==> src/rtl/id_ex_stage_reg_if.sv <==
// ID/EX boundary bundle: decoder-side capture inputs, EX-side registered
// outputs, hazard controls and the halt-drain status.
interface id_ex_stage_reg_if #(
    parameter int DATA_W = 32
);
    logic              stall;
    logic              flush;
    logic              regwrite_d, memwrite_d, alusrc_d;
    logic              branch_d, jump_d, jumpr_d;
    logic [1:0]        memtoreg_d, regdst_d, pcsel_d;
    logic [2:0]        alu_op_d;
    logic              load_d;
    logic [5:0]        funct_d;
    logic [4:0]        rs_d, rt_d, rd_d;
    logic [DATA_W-1:0] rd1_d, rd2_d, signimm_d, pcplus4_d;

    logic              regwrite_e, memwrite_e, alusrc_e;
    logic              branch_e, jump_e, jumpr_e;
    logic [1:0]        memtoreg_e, regdst_e, pcsel_e;
    logic [2:0]        alu_op_e;
    logic              load_e;
    logic [5:0]        funct_e;
    logic [4:0]        rs_e, rt_e, rd_e;
    logic [DATA_W-1:0] rd1_e, rd2_e, signimm_e, pcplus4_e;
    logic              drain_busy;
    logic              halted;

    modport master (
        output stall, flush,
        output regwrite_d, memwrite_d, alusrc_d,
        output branch_d, jump_d, jumpr_d,
        output memtoreg_d, regdst_d, pcsel_d,
        output alu_op_d, load_d, funct_d,
        output rs_d, rt_d, rd_d,
        output rd1_d, rd2_d, signimm_d, pcplus4_d,
        input  regwrite_e, memwrite_e, alusrc_e,
        input  branch_e, jump_e, jumpr_e,
        input  memtoreg_e, regdst_e, pcsel_e,
        input  alu_op_e, load_e, funct_e,
        input  rs_e, rt_e, rd_e,
        input  rd1_e, rd2_e, signimm_e, pcplus4_e,
        input  drain_busy, halted
    );

    modport slave (
        input  stall, flush,
        input  regwrite_d, memwrite_d, alusrc_d,
        input  branch_d, jump_d, jumpr_d,
        input  memtoreg_d, regdst_d, pcsel_d,
        input  alu_op_d, load_d, funct_d,
        input  rs_d, rt_d, rd_d,
        input  rd1_d, rd2_d, signimm_d, pcplus4_d,
        output regwrite_e, memwrite_e, alusrc_e,
        output branch_e, jump_e, jumpr_e,
        output memtoreg_e, regdst_e, pcsel_e,
        output alu_op_e, load_e, funct_e,
        output rs_e, rt_e, rd_e,
        output rd1_e, rd2_e, signimm_e, pcplus4_e,
        output drain_busy, halted
    );
endinterface

==> src/rtl/id_ex_stage_reg.sv <==
// ID/EX pipeline register with stall hold, flush bubbles and a HALT
// drain sequencer that waits for MEM and WB to empty before halting.
module id_ex_stage_reg #(
    parameter int DATA_W       = 32,
    parameter int DRAIN_CYCLES = 2
) (
    input logic               clk,
    input logic               rst,
    id_ex_stage_reg_if.slave  bus
);
    localparam int CW = $clog2(DRAIN_CYCLES + 1);
    localparam logic [CW-1:0] DRAIN_INIT = CW'(DRAIN_CYCLES);

    typedef struct packed {
        logic              regwrite, memwrite, alusrc;
        logic              branch, jump, jumpr;
        logic [1:0]        memtoreg, regdst, pcsel;
        logic [2:0]        alu_op;
        logic              load;
        logic [5:0]        funct;
        logic [4:0]        rs, rt, rd;
        logic [DATA_W-1:0] rd1, rd2, signimm, pcplus4;
    } stage_t;

    typedef enum logic [1:0] {RUN, DRAIN, HALTED} state_t;

    state_t         state;
    logic [CW-1:0]  cnt;
    logic           busy_q;
    logic           halted_q;
    stage_t         q;
    stage_t         d;
    stage_t         bubble;

    always_comb begin
        bubble      = '0;
        bubble.load = 1'b1;
    end

    always_comb begin
        d = '{
            regwrite: bus.regwrite_d, memwrite: bus.memwrite_d,
            alusrc:   bus.alusrc_d,   branch:   bus.branch_d,
            jump:     bus.jump_d,     jumpr:    bus.jumpr_d,
            memtoreg: bus.memtoreg_d, regdst:   bus.regdst_d,
            pcsel:    bus.pcsel_d,    alu_op:   bus.alu_op_d,
            load:     bus.load_d,     funct:    bus.funct_d,
            rs:       bus.rs_d,       rt:       bus.rt_d,
            rd:       bus.rd_d,       rd1:      bus.rd1_d,
            rd2:      bus.rd2_d,      signimm:  bus.signimm_d,
            pcplus4:  bus.pcplus4_d
        };
    end

    always_ff @(posedge clk or posedge rst) begin
        if (rst) begin
            q        <= bubble;
            state    <= RUN;
            cnt      <= '0;
            busy_q   <= 1'b0;
            halted_q <= 1'b0;
        end else begin
            unique case (state)
                RUN: begin
                    if (bus.flush) begin
                        q <= bubble;
                    end else if (!bus.stall) begin
                        q <= d;
                        // A captured HALT occupies EX and starts the drain
                        if (!d.load) begin
                            state  <= DRAIN;
                            cnt    <= DRAIN_INIT;
                            busy_q <= 1'b1;
                        end
                    end
                end
                DRAIN: begin
                    q <= bubble;
                    if (cnt <= CW'(1)) begin
                        cnt      <= '0;
                        state    <= HALTED;
                        busy_q   <= 1'b0;
                        halted_q <= 1'b1;
                    end else begin
                        cnt <= cnt - 1'b1;
                    end
                end
                HALTED: begin
                    q <= bubble;
                end
                default: begin
                    q     <= bubble;
                    state <= RUN;
                end
            endcase
        end
    end

    assign bus.regwrite_e = q.regwrite;
    assign bus.memwrite_e = q.memwrite;
    assign bus.alusrc_e   = q.alusrc;
    assign bus.branch_e   = q.branch;
    assign bus.jump_e     = q.jump;
    assign bus.jumpr_e    = q.jumpr;
    assign bus.memtoreg_e = q.memtoreg;
    assign bus.regdst_e   = q.regdst;
    assign bus.pcsel_e    = q.pcsel;
    assign bus.alu_op_e   = q.alu_op;
    assign bus.load_e     = q.load;
    assign bus.funct_e    = q.funct;
    assign bus.rs_e       = q.rs;
    assign bus.rt_e       = q.rt;
    assign bus.rd_e       = q.rd;
    assign bus.rd1_e      = q.rd1;
    assign bus.rd2_e      = q.rd2;
    assign bus.signimm_e  = q.signimm;
    assign bus.pcplus4_e  = q.pcplus4;
    assign bus.drain_busy = busy_q;
    assign bus.halted     = halted_q;
endmodule

==> src/flat_wrapper.sv <==
// flat-port wrapper written by rule: the top's interface ports become plain ports
module id_ex_stage_reg_flat 
#(
    parameter int DATA_W       = 32,
    parameter int DRAIN_CYCLES = 2
)
  (clk, rst, bus_stall, bus_flush, bus_regwrite_d, bus_memwrite_d, bus_alusrc_d, bus_branch_d, bus_jump_d, bus_jumpr_d, bus_memtoreg_d, bus_regdst_d, bus_pcsel_d, bus_alu_op_d, bus_load_d, bus_funct_d, bus_rs_d, bus_rt_d, bus_rd_d, bus_rd1_d, bus_rd2_d, bus_signimm_d, bus_pcplus4_d, bus_regwrite_e, bus_memwrite_e, bus_alusrc_e, bus_branch_e, bus_jump_e, bus_jumpr_e, bus_memtoreg_e, bus_regdst_e, bus_pcsel_e, bus_alu_op_e, bus_load_e, bus_funct_e, bus_rs_e, bus_rt_e, bus_rd_e, bus_rd1_e, bus_rd2_e, bus_signimm_e, bus_pcplus4_e, bus_drain_busy, bus_halted);
  id_ex_stage_reg_if #(.DATA_W(DATA_W)) bus_i ();
  input logic clk;
  input logic rst;
  input wire logic [$bits(bus_i.stall)-1:0] bus_stall;
  input wire logic [$bits(bus_i.flush)-1:0] bus_flush;
  input wire logic [$bits(bus_i.regwrite_d)-1:0] bus_regwrite_d;
  input wire logic [$bits(bus_i.memwrite_d)-1:0] bus_memwrite_d;
  input wire logic [$bits(bus_i.alusrc_d)-1:0] bus_alusrc_d;
  input wire logic [$bits(bus_i.branch_d)-1:0] bus_branch_d;
  input wire logic [$bits(bus_i.jump_d)-1:0] bus_jump_d;
  input wire logic [$bits(bus_i.jumpr_d)-1:0] bus_jumpr_d;
  input wire logic [$bits(bus_i.memtoreg_d)-1:0] bus_memtoreg_d;
  input wire logic [$bits(bus_i.regdst_d)-1:0] bus_regdst_d;
  input wire logic [$bits(bus_i.pcsel_d)-1:0] bus_pcsel_d;
  input wire logic [$bits(bus_i.alu_op_d)-1:0] bus_alu_op_d;
  input wire logic [$bits(bus_i.load_d)-1:0] bus_load_d;
  input wire logic [$bits(bus_i.funct_d)-1:0] bus_funct_d;
  input wire logic [$bits(bus_i.rs_d)-1:0] bus_rs_d;
  input wire logic [$bits(bus_i.rt_d)-1:0] bus_rt_d;
  input wire logic [$bits(bus_i.rd_d)-1:0] bus_rd_d;
  input wire logic [$bits(bus_i.rd1_d)-1:0] bus_rd1_d;
  input wire logic [$bits(bus_i.rd2_d)-1:0] bus_rd2_d;
  input wire logic [$bits(bus_i.signimm_d)-1:0] bus_signimm_d;
  input wire logic [$bits(bus_i.pcplus4_d)-1:0] bus_pcplus4_d;
  output wire logic [$bits(bus_i.regwrite_e)-1:0] bus_regwrite_e;
  output wire logic [$bits(bus_i.memwrite_e)-1:0] bus_memwrite_e;
  output wire logic [$bits(bus_i.alusrc_e)-1:0] bus_alusrc_e;
  output wire logic [$bits(bus_i.branch_e)-1:0] bus_branch_e;
  output wire logic [$bits(bus_i.jump_e)-1:0] bus_jump_e;
  output wire logic [$bits(bus_i.jumpr_e)-1:0] bus_jumpr_e;
  output wire logic [$bits(bus_i.memtoreg_e)-1:0] bus_memtoreg_e;
  output wire logic [$bits(bus_i.regdst_e)-1:0] bus_regdst_e;
  output wire logic [$bits(bus_i.pcsel_e)-1:0] bus_pcsel_e;
  output wire logic [$bits(bus_i.alu_op_e)-1:0] bus_alu_op_e;
  output wire logic [$bits(bus_i.load_e)-1:0] bus_load_e;
  output wire logic [$bits(bus_i.funct_e)-1:0] bus_funct_e;
  output wire logic [$bits(bus_i.rs_e)-1:0] bus_rs_e;
  output wire logic [$bits(bus_i.rt_e)-1:0] bus_rt_e;
  output wire logic [$bits(bus_i.rd_e)-1:0] bus_rd_e;
  output wire logic [$bits(bus_i.rd1_e)-1:0] bus_rd1_e;
  output wire logic [$bits(bus_i.rd2_e)-1:0] bus_rd2_e;
  output wire logic [$bits(bus_i.signimm_e)-1:0] bus_signimm_e;
  output wire logic [$bits(bus_i.pcplus4_e)-1:0] bus_pcplus4_e;
  output wire logic [$bits(bus_i.drain_busy)-1:0] bus_drain_busy;
  output wire logic [$bits(bus_i.halted)-1:0] bus_halted;
  assign bus_i.stall = bus_stall;
  assign bus_i.flush = bus_flush;
  assign bus_i.regwrite_d = bus_regwrite_d;
  assign bus_i.memwrite_d = bus_memwrite_d;
  assign bus_i.alusrc_d = bus_alusrc_d;
  assign bus_i.branch_d = bus_branch_d;
  assign bus_i.jump_d = bus_jump_d;
  assign bus_i.jumpr_d = bus_jumpr_d;
  assign bus_i.memtoreg_d = bus_memtoreg_d;
  assign bus_i.regdst_d = bus_regdst_d;
  assign bus_i.pcsel_d = bus_pcsel_d;
  assign bus_i.alu_op_d = bus_alu_op_d;
  assign bus_i.load_d = bus_load_d;
  assign bus_i.funct_d = bus_funct_d;
  assign bus_i.rs_d = bus_rs_d;
  assign bus_i.rt_d = bus_rt_d;
  assign bus_i.rd_d = bus_rd_d;
  assign bus_i.rd1_d = bus_rd1_d;
  assign bus_i.rd2_d = bus_rd2_d;
  assign bus_i.signimm_d = bus_signimm_d;
  assign bus_i.pcplus4_d = bus_pcplus4_d;
  assign bus_regwrite_e = bus_i.regwrite_e;
  assign bus_memwrite_e = bus_i.memwrite_e;
  assign bus_alusrc_e = bus_i.alusrc_e;
  assign bus_branch_e = bus_i.branch_e;
  assign bus_jump_e = bus_i.jump_e;
  assign bus_jumpr_e = bus_i.jumpr_e;
  assign bus_memtoreg_e = bus_i.memtoreg_e;
  assign bus_regdst_e = bus_i.regdst_e;
  assign bus_pcsel_e = bus_i.pcsel_e;
  assign bus_alu_op_e = bus_i.alu_op_e;
  assign bus_load_e = bus_i.load_e;
  assign bus_funct_e = bus_i.funct_e;
  assign bus_rs_e = bus_i.rs_e;
  assign bus_rt_e = bus_i.rt_e;
  assign bus_rd_e = bus_i.rd_e;
  assign bus_rd1_e = bus_i.rd1_e;
  assign bus_rd2_e = bus_i.rd2_e;
  assign bus_signimm_e = bus_i.signimm_e;
  assign bus_pcplus4_e = bus_i.pcplus4_e;
  assign bus_drain_busy = bus_i.drain_busy;
  assign bus_halted = bus_i.halted;
  id_ex_stage_reg #(.DATA_W(DATA_W), .DRAIN_CYCLES(DRAIN_CYCLES)) u_core (.clk(clk), .rst(rst), .bus(bus_i));
endmodule
==> config.mk <==
export PLATFORM = sky130hd
export DESIGN_NAME = id_ex_stage_reg_flat
export DESIGN_NICKNAME = d
export VERILOG_FILES = /design/src/rtl/id_ex_stage_reg_if.sv /design/src/rtl/id_ex_stage_reg.sv /design/src/flat_wrapper.sv
export SDC_FILE = /design/constraint.sdc
export NUM_CORES = 1
export LEC_CHECK = 0
export CAP_MARGIN = 20
export CORE_AREA = 2 2 129 131
export CTS_BUF_LIST = sky130_fd_sc_hd__clkbuf_4
export CTS_CLUSTER_DIAMETER = 200
export DETAILED_ROUTE_END_ITERATION = 12
export DIE_AREA = 0 0 131 133
export PLACE_DENSITY = 0.85
export SYNTH_ARGS = -nofsm -noshare
export SYNTH_HDL_FRONTEND = slang
export SYNTH_SLANG_ARGS = --single-unit
export TNS_END_PERCENT = 50
==> constraint.sdc <==
create_clock -name clk -period 16 [get_ports clk]
set_input_delay 3.2 -clock clk [delete_from_list [all_inputs] [get_ports clk]]
set_output_delay 3.2 -clock clk [all_outputs]
set_load 0.01 [all_outputs]
==> out/qor.csv, run 1 <==
stage,metric,value,unit
outcome,run status,"finished, final reports clean",
power,switching pwr,0.3118,mW
sta,fmax,0.1890,GHz
layout,Synth-to-Final Area Change,62.53,%
global_route,initial antenna violation count,0,
layout,Fillers,1244,
layout,Final Net Count,885,
power,switching share of power,0.2945,
logic_synthesis,post-synthesis sequential element count,171,
floorplanning,die width,131,um
logic_synthesis,post-synthesis sequential area ratio,0.7090,
logic_synthesis,post-synth net total,561,
floorplanning,Core Area,16170,um^2
sta,final hold viol count,0,
clock_network,post-cts sizing count,0,
global_route,global-route wire length before repair,27510,um
sta,setup violators final,0,
logic_synthesis,Cells after Synth,392,
setup_path,CP Class,primary input to flop,
clock_network,maximum clock path buffer count,2,
run,Max Cap Violations,0,
sta,worst clock skew,0.01879,ns
clock_network,CTS clock-pin slew for the worst setup and hold paths,0.13,ns
detailed_routing,DRC Markers,0,
global_route,gr ovfl total,0,
setup_path,peak fanout along the critical path,76,
sta,Worst Hold Slack,0.4763,ns
setup_path,Most common cell on crit path,buf_4,
detailed_routing,DR vias,4800,
logic_synthesis,Ys Warns,0,
power,part of the power in registers,0.496,
layout,share of layout cells above drive strength 1,0.05495,
clock_network,CTS tree,built,
logic_synthesis,most instantiated cells after synthesis,"dfrtp_1, a22o_1, buf_2",
setup_path,CP arrival,5.74,ns
detailed_routing,Initial DRC Count,258,
clock_network,cts hold-fix bufs,0,
floorplanning,num rows,47,
setup_path,startpoint types,primary input,
sta,Worst-Margin Slew,1.066,ns
logic_synthesis,post-synth top area share,0.7047,
floorplanning,Die ar.,17420,um^2
clock_network,clk sinks,171,
setup_path,Buf/Inv on CP,3,
power,Overall Power,1.059,mW
setup_path,CP max stage cell,buf_4,
detailed_routing,DR pass1 iterations,4,
layout,Final Util,0.6067,
logic_synthesis,Mean Syn Cell Area,15.40,um^2
layout,area of the multi-input gates,1577,um^2
sta,RSZ-0062 raised after global routing,false,
setup_path,Crit path required time,16.45,ns
logic_synthesis,post-synthesis cell area,6037,um^2
sta,Max-slew headroom,0.2893,
logic_synthesis,top-count cell post-synth,dfrtp_1,
setup_path,crit-path leading delay family,buffers and inverters,
layout,FF+latch area,4280,um^2
clock_network,Root Buffer,clkbuf_4,
clock_network,H-tree levels,4,
power,Logic pwr share,0.276,
detailed_routing,Vias/cell,5.063,
sta,max-slew violations,0,
setup_path,Crit. End Element,flop,
placed_design,port buffer count,335,
logic_synthesis,ranking of synthesized cells by area,"dfrtp_1, a22o_1, buf_2",
detailed_routing,Post-DRT Antenna Nets,0,
placed_design,Place WS,10.22,ns
logic_synthesis,number of flops mapped to enable cells by yosys,0,
logic_synthesis,top_reg_cell synth,dfrtp_1,
floorplanning,Die Span Y,133,um
global_route,number of global-route vias before repair,5070,
setup_path,crit-path max cell delay,0.70,ns
sta,Final min period,5.290,ns
logic_synthesis,post-synth cell types,20,
hold_path,Hold Path Class,flop to flop,
global_route,GRT Overall Usage,0.2065,
layout,# diodes,0,
power,worst vdd ir,0.04934,mV
sta,setup ws final,10.71,ns
power,P per Cell Area,107.9,nW/um^2
sta,crit share post-route,0.3306,
clock_network,clk_lat worst skew,0.52,ns
detailed_routing,WL per Instance,19.18,um
power,static leakage,4.393,nW
placed_design,HPWL after DPL,12980,um
placed_design,routability congestion estimate,0.7705,
logic_synthesis,post-synthesis async set-or-reset flop share,1.000,
sta,TNS Setup,0,ns
floorplanning,IO Count,336,
power,Clock power frac,0.228,
power,Cell Int Power,0.7469,mW
global_route,largest net degree at the start of global routing,104,
detailed_routing,Total Wirelength,18180,um
floorplanning,Starting Density,0.3733,
clock_network,setup bufs post-CTS,0,
clock_network,CTS Buf Count,17,
setup_path,"Cell Chain, Critical Path",clkdlybuf4s50_1 -> nor4_2 -> buf_4 -> buf_4 -> a22o_1,
logic_synthesis,largest area contributor in the netlist,dfrtp_1,
through the flow:
| stage | instances | instance area [um^2] |
|---|---|---|
| detailed placement | 917 | 9547 |
| floorplan | 392 | 6037 |
| global route | 948 | 9812 |
| CTS | 948 | 9812 |
| finish | 948 | 9812 |
| global placement | 917 | 9547 |
worst reg2reg max path: cells and delay by family, from the launching register on:
family,cells,cell delay [ns]
buf+inv,2,1.34
flops,1,0.49
simple gates,1,0.38
compound gates,1,0.32
per-layer routing:
layer  wire length [um]  share of wire  up-vias  global-route usage
met2               9192           0.51      224              0.3466
met5                  0              0        -                   0
met4                363          0.020        0             0.06738
li1                   -              -     2159                   -
met3               1341          0.074       26             0.06106
met1               7282           0.40     2391              0.2543
placed cells by master, fill, tap and decap left out:
cell type,netlist,final
a211o_1,2,2
and2_1,1,1
or4_1,1,1
clkinvlp_4,0,1
buf_4,2,6
nor2_1,3,3
clkbuf_4,0,19
a21o_1,1,1
dfstp_2,1,1
bufinv_16,0,2
dfrtp_1,170,170
a22o_1,164,164
o21ai_0,2,2
clkinv_4,0,1
a21oi_1,1,1
clkinv_2,0,5
inv_1,3,2
nand2b_1,2,2
clkdlybuf4s50_1,0,335
inv_6,0,3
nor4_2,0,1
o41a_1,1,1
clkinv_1,0,1
nand3b_1,1,1
o21bai_1,1,1
nor4b_4,0,1
sequential cells by signal, summed over array words and instances, names as in the netlist, 2 cells and up:
register,flops
u_core.bus.alu_op_e,3
u_core.bus.funct_e,6
u_core.bus.memtoreg_e,2
u_core.bus.pcplus4_e,32
u_core.bus.pcsel_e,2
u_core.bus.rd1_e,32
u_core.bus.rd2_e,32
u_core.bus.rd_e,5
u_core.bus.regdst_e,2
u_core.bus.rs_e,5
u_core.bus.rt_e,5
u_core.bus.signimm_e,32
u_core.cnt,2
u_core.state,2
power groups by stage:
stage	logic [mW]	clock network, mW	registers [mW]
detailed placement	0.295	0	0.532
global placement	0.286	0	0.530
floorplan	0.0970	0	0.551
CTS	0.295	0.250	0.526
global route	0.311	0.269	0.533
finish	0.292	0.241	0.525
kinds of logic after synthesis:
kind of cell / after synthesis / share of synthesized area
AND/OR/NAND/NOR: 10 / 0.01099
buffers and inverters: 39 / 0.03233
AO/OA/AOI/OAI: 172 / 0.2477
flip-flops: 171 / 0.7090
area by class of cell:
class,instances,area share
multi-input cells,182,0.1607
clock buffers,19,0.01454
inverters,3,0.001658
flip-flops and latches,171,0.4362
well taps,220,0.02805
clock inverters,12,0.01250
repair buffers,341,0.3463
worst paths after layout:
| check | start | end | slack [ns] | depth (start not counted) |
|---|---|---|---|---|
| min in group asynchronous | rst | u_core.bus.rd1_e[16]$_DFFE_PP0P_ | 3.21 | 2 |
| min reg2reg | u_core.bus.load_e$_DFFE_PP1P_ | u_core.bus.load_e$_DFFE_PP1P_ | 0.48 | 2 |
| max in group asynchronous | rst | u_core.bus.rd1_e[3]$_DFFE_PP0P_ | 11.32 | 3 |
| max | bus_flush | u_core.bus.signimm_e[23]$_DFFE_PP0P_ | 10.71 | 5 |
| max reg2reg | u_core.state[0]$_DFFE_PP0P_ | u_core.bus.signimm_e[23]$_DFFE_PP0P_ | 13.40 | 4 |
| min | u_core.bus.load_e$_DFFE_PP1P_ | u_core.bus.load_e$_DFFE_PP1P_ | 0.48 | 2 |
Power figures use the tool's default switching activity.
==> inputs of run 2 (changes only) <==
--- a/config.mk
+++ b/config.mk
@@ -6,12 +6,12 @@
 export NUM_CORES = 1
 export LEC_CHECK = 0
 export CAP_MARGIN = 20
-export CORE_AREA = 2 2 129 131
+export CORE_AREA = 2 2 130 132
 export CTS_BUF_LIST = sky130_fd_sc_hd__clkbuf_4
 export CTS_CLUSTER_DIAMETER = 200
 export DETAILED_ROUTE_END_ITERATION = 12
-export DIE_AREA = 0 0 131 133
-export PLACE_DENSITY = 0.85
+export DIE_AREA = 0 0 132 134
+export PLACE_DENSITY = 0.84
 export SYNTH_ARGS = -nofsm -noshare
 export SYNTH_HDL_FRONTEND = slang
 export SYNTH_SLANG_ARGS = --single-unit
==> constraint.sdc (replaced) <==
create_clock -name clk -period 5.05 [get_ports clk]
set_input_delay 1.01 -clock clk [delete_from_list [all_inputs] [get_ports clk]]
set_output_delay 1.01 -clock clk [all_outputs]
set_load 0.01 [all_outputs]
==> out/qor.csv, run 2 (same netlist as run 1, synthesis figures left out) <==
stage,metric,value,unit,change
placed_design,port buffer count,335,,unchanged
detailed_routing,WL per Instance,19.12,um,-0.27%
setup_path,CP arrival,1.66,ns,-4.08 ns
layout,Final Net Count,884,,-0.11%
clock_network,CTS tree,built,,
setup_path,Crit. End Element,primary output,,
placed_design,routability congestion estimate,0.7997,,+3.8%
sta,Final min period,2.673,ns,
run,Max Cap Violations,0,,unchanged
sta,worst clock skew,0.01716,ns,-0.001627 ns
layout,# diodes,0,,unchanged
detailed_routing,DR vias,4843,,+0.90%
detailed_routing,Vias/cell,5.114,,+1.0%
power,static leakage,4.400,nW,+0.16%
global_route,global-route wire length before repair,28170,um,+2.4%
clock_network,setup bufs post-CTS,0,,unchanged
setup_path,crit-path max cell delay,0.59,ns,-0.11 ns
setup_path,r2r setup slk,3.18,ns,-10.22 ns
sta,Worst-Margin Slew,0.7531,ns,-0.3130 ns
sta,final hold viol count,0,,unchanged
layout,share of layout cells above drive strength 1,0.04952,,-0.005426
hold_path,Hold Path Origin,u_core.bus.load_e$_DFFE_PP1P_,,
detailed_routing,DR pass1 iterations,4,,unchanged
clock_network,cts hold-fix bufs,0,,unchanged
floorplanning,Core Area,16290,um^2,+0.73%
global_route,gr ovfl total,0,,unchanged
setup_path,Crit path required time,4.04,ns,-12.41 ns
detailed_routing,DRC Markers,0,,unchanged
sta,Max-slew headroom,0.4980,,+0.2087
clock_network,CTS clock-pin slew for the worst setup and hold paths,0.12,ns,about the same
detailed_routing,Initial DRC Count,192,,-26%
setup_path,r2r startpoint,u_core.state[0]$_DFFE_PP0P_,,
setup_path,Worst R2R Path Depth,3,,-1
clock_network,post-cts sizing count,0,,unchanged
clock_network,maximum clock path buffer count,2,,unchanged
setup_path,CP max stage cell,clkdlybuf4s50_1,,
global_route,initial antenna violation count,0,,unchanged
placed_design,HPWL after DPL,12810,um,-1.4%
clock_network,H-tree levels,4,,unchanged
layout,Final Util,0.6063,,about the same
clock_network,clk_lat worst skew,0.54,ns,+0.02 ns
layout,most frequent cells in the layout,"clkdlybuf4s50_1, dfrtp_1, a22o_1, clkbuf_4",,
detailed_routing,Total Wirelength,18110,um,-0.38%
setup_path,CP Class,flop to primary output,,
global_route,GRT Overall Usage,0.2028,,-0.003681
setup_path,Buf/Inv on CP,1,,-2
sta,RSZ-0062 raised after global routing,false,,
setup_path,peak fanout along the critical path,2,,-97%
power,P per Cell Area,343.0,nW/um^2,+220%
hold_path,Min-Delay Endpoint,u_core.bus.load_e$_DFFE_PP1P_,,
outcome,run status,"finished, final reports clean",,
global_route,number of global-route vias before repair,5064,,-0.12%
floorplanning,Starting Density,0.3706,,-0.002695
floorplanning,IO Count,336,,unchanged
clock_network,CTS Buf Count,17,,unchanged
sta,max-slew violations,0,,unchanged
hold_path,WHS Path Cells,2,,unchanged
sta,TNS Setup,0,ns,unchanged
floorplanning,num rows,47,,unchanged
floorplanning,Die ar.,17690,um^2,+1.5%
hold_path,Hold Path Class,flop to flop,,
setup_path,"Cell Chain, Critical Path",clkdlybuf4s50_1,,
clock_network,Root Buffer,clkbuf_4,,
floorplanning,Die Span Y,134,um,+0.75%
setup_path,startpoint types,flop,,
floorplanning,die width,132,um,+0.76%
detailed_routing,Post-DRT Antenna Nets,0,,unchanged
layout,Fillers,1242,,-0.16%
setup_path,crit-path leading delay family,buffers and inverters,,
layout,"most common cell after layout, fill and taps aside",clkdlybuf4s50_1,,
sta,fmax,0.3741,GHz,
clock_network,clk sinks,171,,unchanged
layout,Synth-to-Final Area Change,63.59,%,
sta,setup violators final,0,,unchanged
global_route,largest net degree at the start of global routing,166,,+60%
power,worst vdd ir,0.1949,mV,+300%
sta,crit share post-route,0.5293,,
setup_path,RR Endpoint,u_core.bus.pcplus4_e[29]$_DFFE_PP0P_,,
run 2: report_power, final:
group          internal, mW  switching, mW
clock network         0.342          0.460
registers              1.54          0.121
logic                 0.528          0.394
run 2: cell type report:
class	count	area, um^2	area share
multi-input combinational	182	1577	0.1596
sequential	171	4280	0.4334
clock inverter	13	152.6	0.01546
inverter	3	15.01	0.001520
timing repair buffer	340	3441	0.3484
tap	220	275.3	0.02787
clock buffer	18	135.1	0.01368
run 2: layer usage:
layer  track usage  wire length (um)  vias up
met2        0.3432              9266      221
li1              -                 -     2154
met1        0.2479              7264     2433
met3       0.05367              1139       35
met4       0.08333               439        0
met5             0                 0        -
run 2: worst register-to-register path, cell delays in order, from the launching register on:
cell	delay, ns
dfrtp_1	0.49
nor4_2	0.40
buf_12	0.56
a22o_1	0.35
run 2: through the flow:
step	instance area [um^2]	cells	hold WS (ns)	setup WS [ns]	power, mW
CTS	9856	946	0.4852	2.295	3.422
finish	9876	947	0.4794	2.377	3.387
detailed placement	9568	915	0.4521	2.198	2.614
global placement	9568	915	0.4538	2.257	2.577
floorplan	6041	392	0.4638	1.858	2.052
global route	9876	947	0.5175	2.290	3.548
run 2: how the worst max path moves through the flow:
stage	cells after the start	slack [ns]	end	startpoint
CTS	1	2.30	bus_load_e	u_core.bus.load_e$_DFFE_PP1P_
global placement	4	2.26	u_core.bus.rd1_e[2]$_DFFE_PP0P_	bus_flush
global route	1	2.29	bus_load_e	u_core.bus.load_e$_DFFE_PP1P_
floorplan	1	1.86	u_core.bus.alu_op_e[0]$_DFFE_PP0P_	rst
detailed placement	4	2.20	u_core.bus.rd2_e[23]$_DFFE_PP0P_	bus_flush
finish	1	2.38	bus_load_e	u_core.bus.load_e$_DFFE_PP1P_
==> inputs of run 3 (changes only) <==
==> constraint.sdc (replaced) <==
create_clock -name clk -period 2.5 [get_ports clk]
set_input_delay 0.5 -clock clk [delete_from_list [all_inputs] [get_ports clk]]
set_output_delay 0.5 -clock clk [all_outputs]
set_load 0.01 [all_outputs]
==> out/qor.csv, run 3 (same netlist as run 1, synthesis figures left out) <==
stage,metric,value,unit,change
floorplanning,Core Area,16290,um^2,unchanged
layout,Final Net Count,892,,+0.90%
run,Max Cap Violations,0,,unchanged
sta,worst clock skew,0.01462,ns,-0.002539 ns
outcome,run status,"finished, final reports clean",,
sta,Worst-Margin Slew,0.4715,ns,-0.2816 ns
layout,Synth-to-Final Area Change,65.41,%,
clock_network,CTS clock-pin slew for the worst setup and hold paths,0.14,ns,+0.02 ns
sta,RSZ-0062 raised after global routing,false,,
detailed_routing,DR vias,4905,,+1.3%
sta,fmax,0.4671,GHz,
clock_network,maximum clock path buffer count,2,,unchanged
clock_network,clk sinks,171,,unchanged
sta,final hold viol count,0,,unchanged
detailed_routing,Post-DRT Antenna Nets,0,,unchanged
setup_path,peak fanout along the critical path,2,,unchanged
clock_network,CTS tree,built,,
detailed_routing,WL per Instance,19.19,um,+0.35%
sta,max-slew violations,0,,unchanged
clock_network,cts hold-fix bufs,0,,unchanged
layout,"most common cell after layout, fill and taps aside",clkdlybuf4s50_1,,
global_route,GRT Overall Usage,0.2076,,+0.004812
floorplanning,die width,132,um,unchanged
clock_network,clk_lat worst skew,0.53,ns,about the same
sta,Final min period,2.141,ns,
setup_path,Worst Setup EP,bus_load_e,,
global_route,gr ovfl total,0,,unchanged
setup_path,r2r startpoint,u_core.state[0]$_DFFE_PP0P_,,
clock_network,setup bufs post-CTS,0,,unchanged
sta,TNS Setup,0,ns,unchanged
setup_path,CP Launch Point,u_core.bus.load_e$_DFFE_PP1P_,,
layout,Fillers,1252,,+0.81%
floorplanning,IO Count,336,,unchanged
sta,setup violators final,0,,unchanged
floorplanning,Die ar.,17690,um^2,unchanged
detailed_routing,DR pass1 iterations,4,,unchanged
global_route,largest net degree at the start of global routing,98,,-41%
sta,crit share post-route,0.8564,,
setup_path,CP Class,flop to primary output,,
layout,share of layout cells above drive strength 1,0.06522,,+0.01570
detailed_routing,Vias/cell,5.131,,+0.33%
setup_path,crit-path max cell delay,0.56,ns,-0.03 ns
detailed_routing,Total Wirelength,18350,um,+1.3%
global_route,initial antenna violation count,0,,unchanged
setup_path,r2r setup slk,0.84,ns,-2.34 ns
setup_path,critical path depth in cells,1,,unchanged
setup_path,crit-path leading delay family,flip-flops,,
clock_network,CTS Buf Count,17,,unchanged
power,Overall Power,7.009,mW,+110%
setup_path,CP max stage cell,dfstp_2,,
setup_path,Worst R2R Path Depth,4,,+1
setup_path,"Cell Chain, Critical Path",clkdlybuf4s50_1,,
setup_path,startpoint types,flop,,
setup_path,Crit. End Element,primary output,,
hold_path,Hold Path Class,primary input to async pin,,
global_route,number of global-route vias before repair,5216,,+3.0%
setup_path,Buf/Inv on CP,1,,unchanged
floorplanning,num rows,47,,unchanged
floorplanning,Starting Density,0.3706,,unchanged
setup_path,CP arrival,1.64,ns,-0.02 ns
power,worst vdd ir,0.3324,mV,+71%
placed_design,cell count after placement,924,,+0.98%
placed_design,port buffer count,335,,unchanged
layout,most frequent cells in the layout,"clkdlybuf4s50_1, dfrtp_1, a22o_1, clkbuf_4, buf_4",,
power,static leakage,4.457,nW,+1.3%
clock_network,Root Buffer,clkbuf_4,,
detailed_routing,Initial DRC Count,291,,+52%
setup_path,RR Endpoint,u_core.bus.rd1_e[21]$_DFFE_PP0P_,,
clock_network,H-tree levels,4,,unchanged
placed_design,routability congestion estimate,0.8162,,+2.1%
floorplanning,Die Span Y,134,um,unchanged
layout,post-route insts no fill,956,,+0.95%
sta,Max-slew headroom,0.6857,,+0.1877
setup_path,Crit path required time,2.00,ns,-2.04 ns
global_route,global-route wire length before repair,28720,um,+1.9%
placed_design,HPWL after DPL,13520,um,+5.6%
clock_network,post-cts sizing count,0,,unchanged
power,P per Cell Area,701.9,nW/um^2,+100%
detailed_routing,DRC Markers,0,,unchanged
layout,# diodes,0,,unchanged
run 3: worst min path at each step:
stage                                       start                           endpoint
floorplan               u_core.cnt[0]$_DFFE_PP0P_          u_core.cnt[0]$_DFFE_PP0P_
global placement    u_core.bus.load_e$_DFFE_PP1P_      u_core.bus.load_e$_DFFE_PP1P_
detailed placement  u_core.bus.halted$_DFFE_PP0P_      u_core.bus.halted$_DFFE_PP0P_
CTS                                           rst  u_core.bus.drain_busy$_DFFE_PP0P_
global route                                  rst  u_core.bus.funct_e[1]$_DFFE_PP0P_
finish                                        rst        u_core.state[1]$_DFFE_PP0P_
run 3: metrics by stage:
step / worst slack, ns / util / hold slack, ns / cell area (um^2)
after detailed placement: 0.2835 / 0.5938 / 0.4645 / 9673
after global routing: 0.2625 / 0.6130 / 0.4524 / 9986
final: 0.3590 / 0.6130 / 0.4605 / 9986
after CTS: 0.2908 / 0.6130 / 0.4502 / 9986
after global placement: 0.3677 / 0.5938 / 0.4560 / 9673
after floorplan: -0.1819 / - / 0.4638 / 6041
run 3: routing by layer:
layer | global-route usage | part of all wire | vias to the layer above | routed length (um)
met4 | 0.09601 | 0.037 | 0 | 673
met3 | 0.05896 | 0.069 | 46 | 1261
li1 | - | - | 2179 | -
met2 | 0.3414 | 0.50 | 238 | 9111
met5 | 0 | 0 | - | 0
met1 | 0.2551 | 0.40 | 2442 | 7300
run 3: final cells by class:
type,count,area [um^2],share of cell area
clock buffers,17,127.6,0.01278
clock inverters,15,185.2,0.01854
inverters,3,15.01,0.001504
multi-input cells,182,1577,0.1579
flip-flops and latches,171,4280,0.4286
well taps,220,275.3,0.02757
repair buffers,348,3526,0.3531
run 3: power by group:
| group | internal (mW) | switching, mW | leakage, nW |
|---|---|---|---|
| registers | 3.12 | 0.243 | 2.31 |
| logic | 1.11 | 0.812 | 1.98 |
| clock network | 0.713 | 1.01 | 0.159 |
| total | 4.94 | 2.07 | 4.46 |
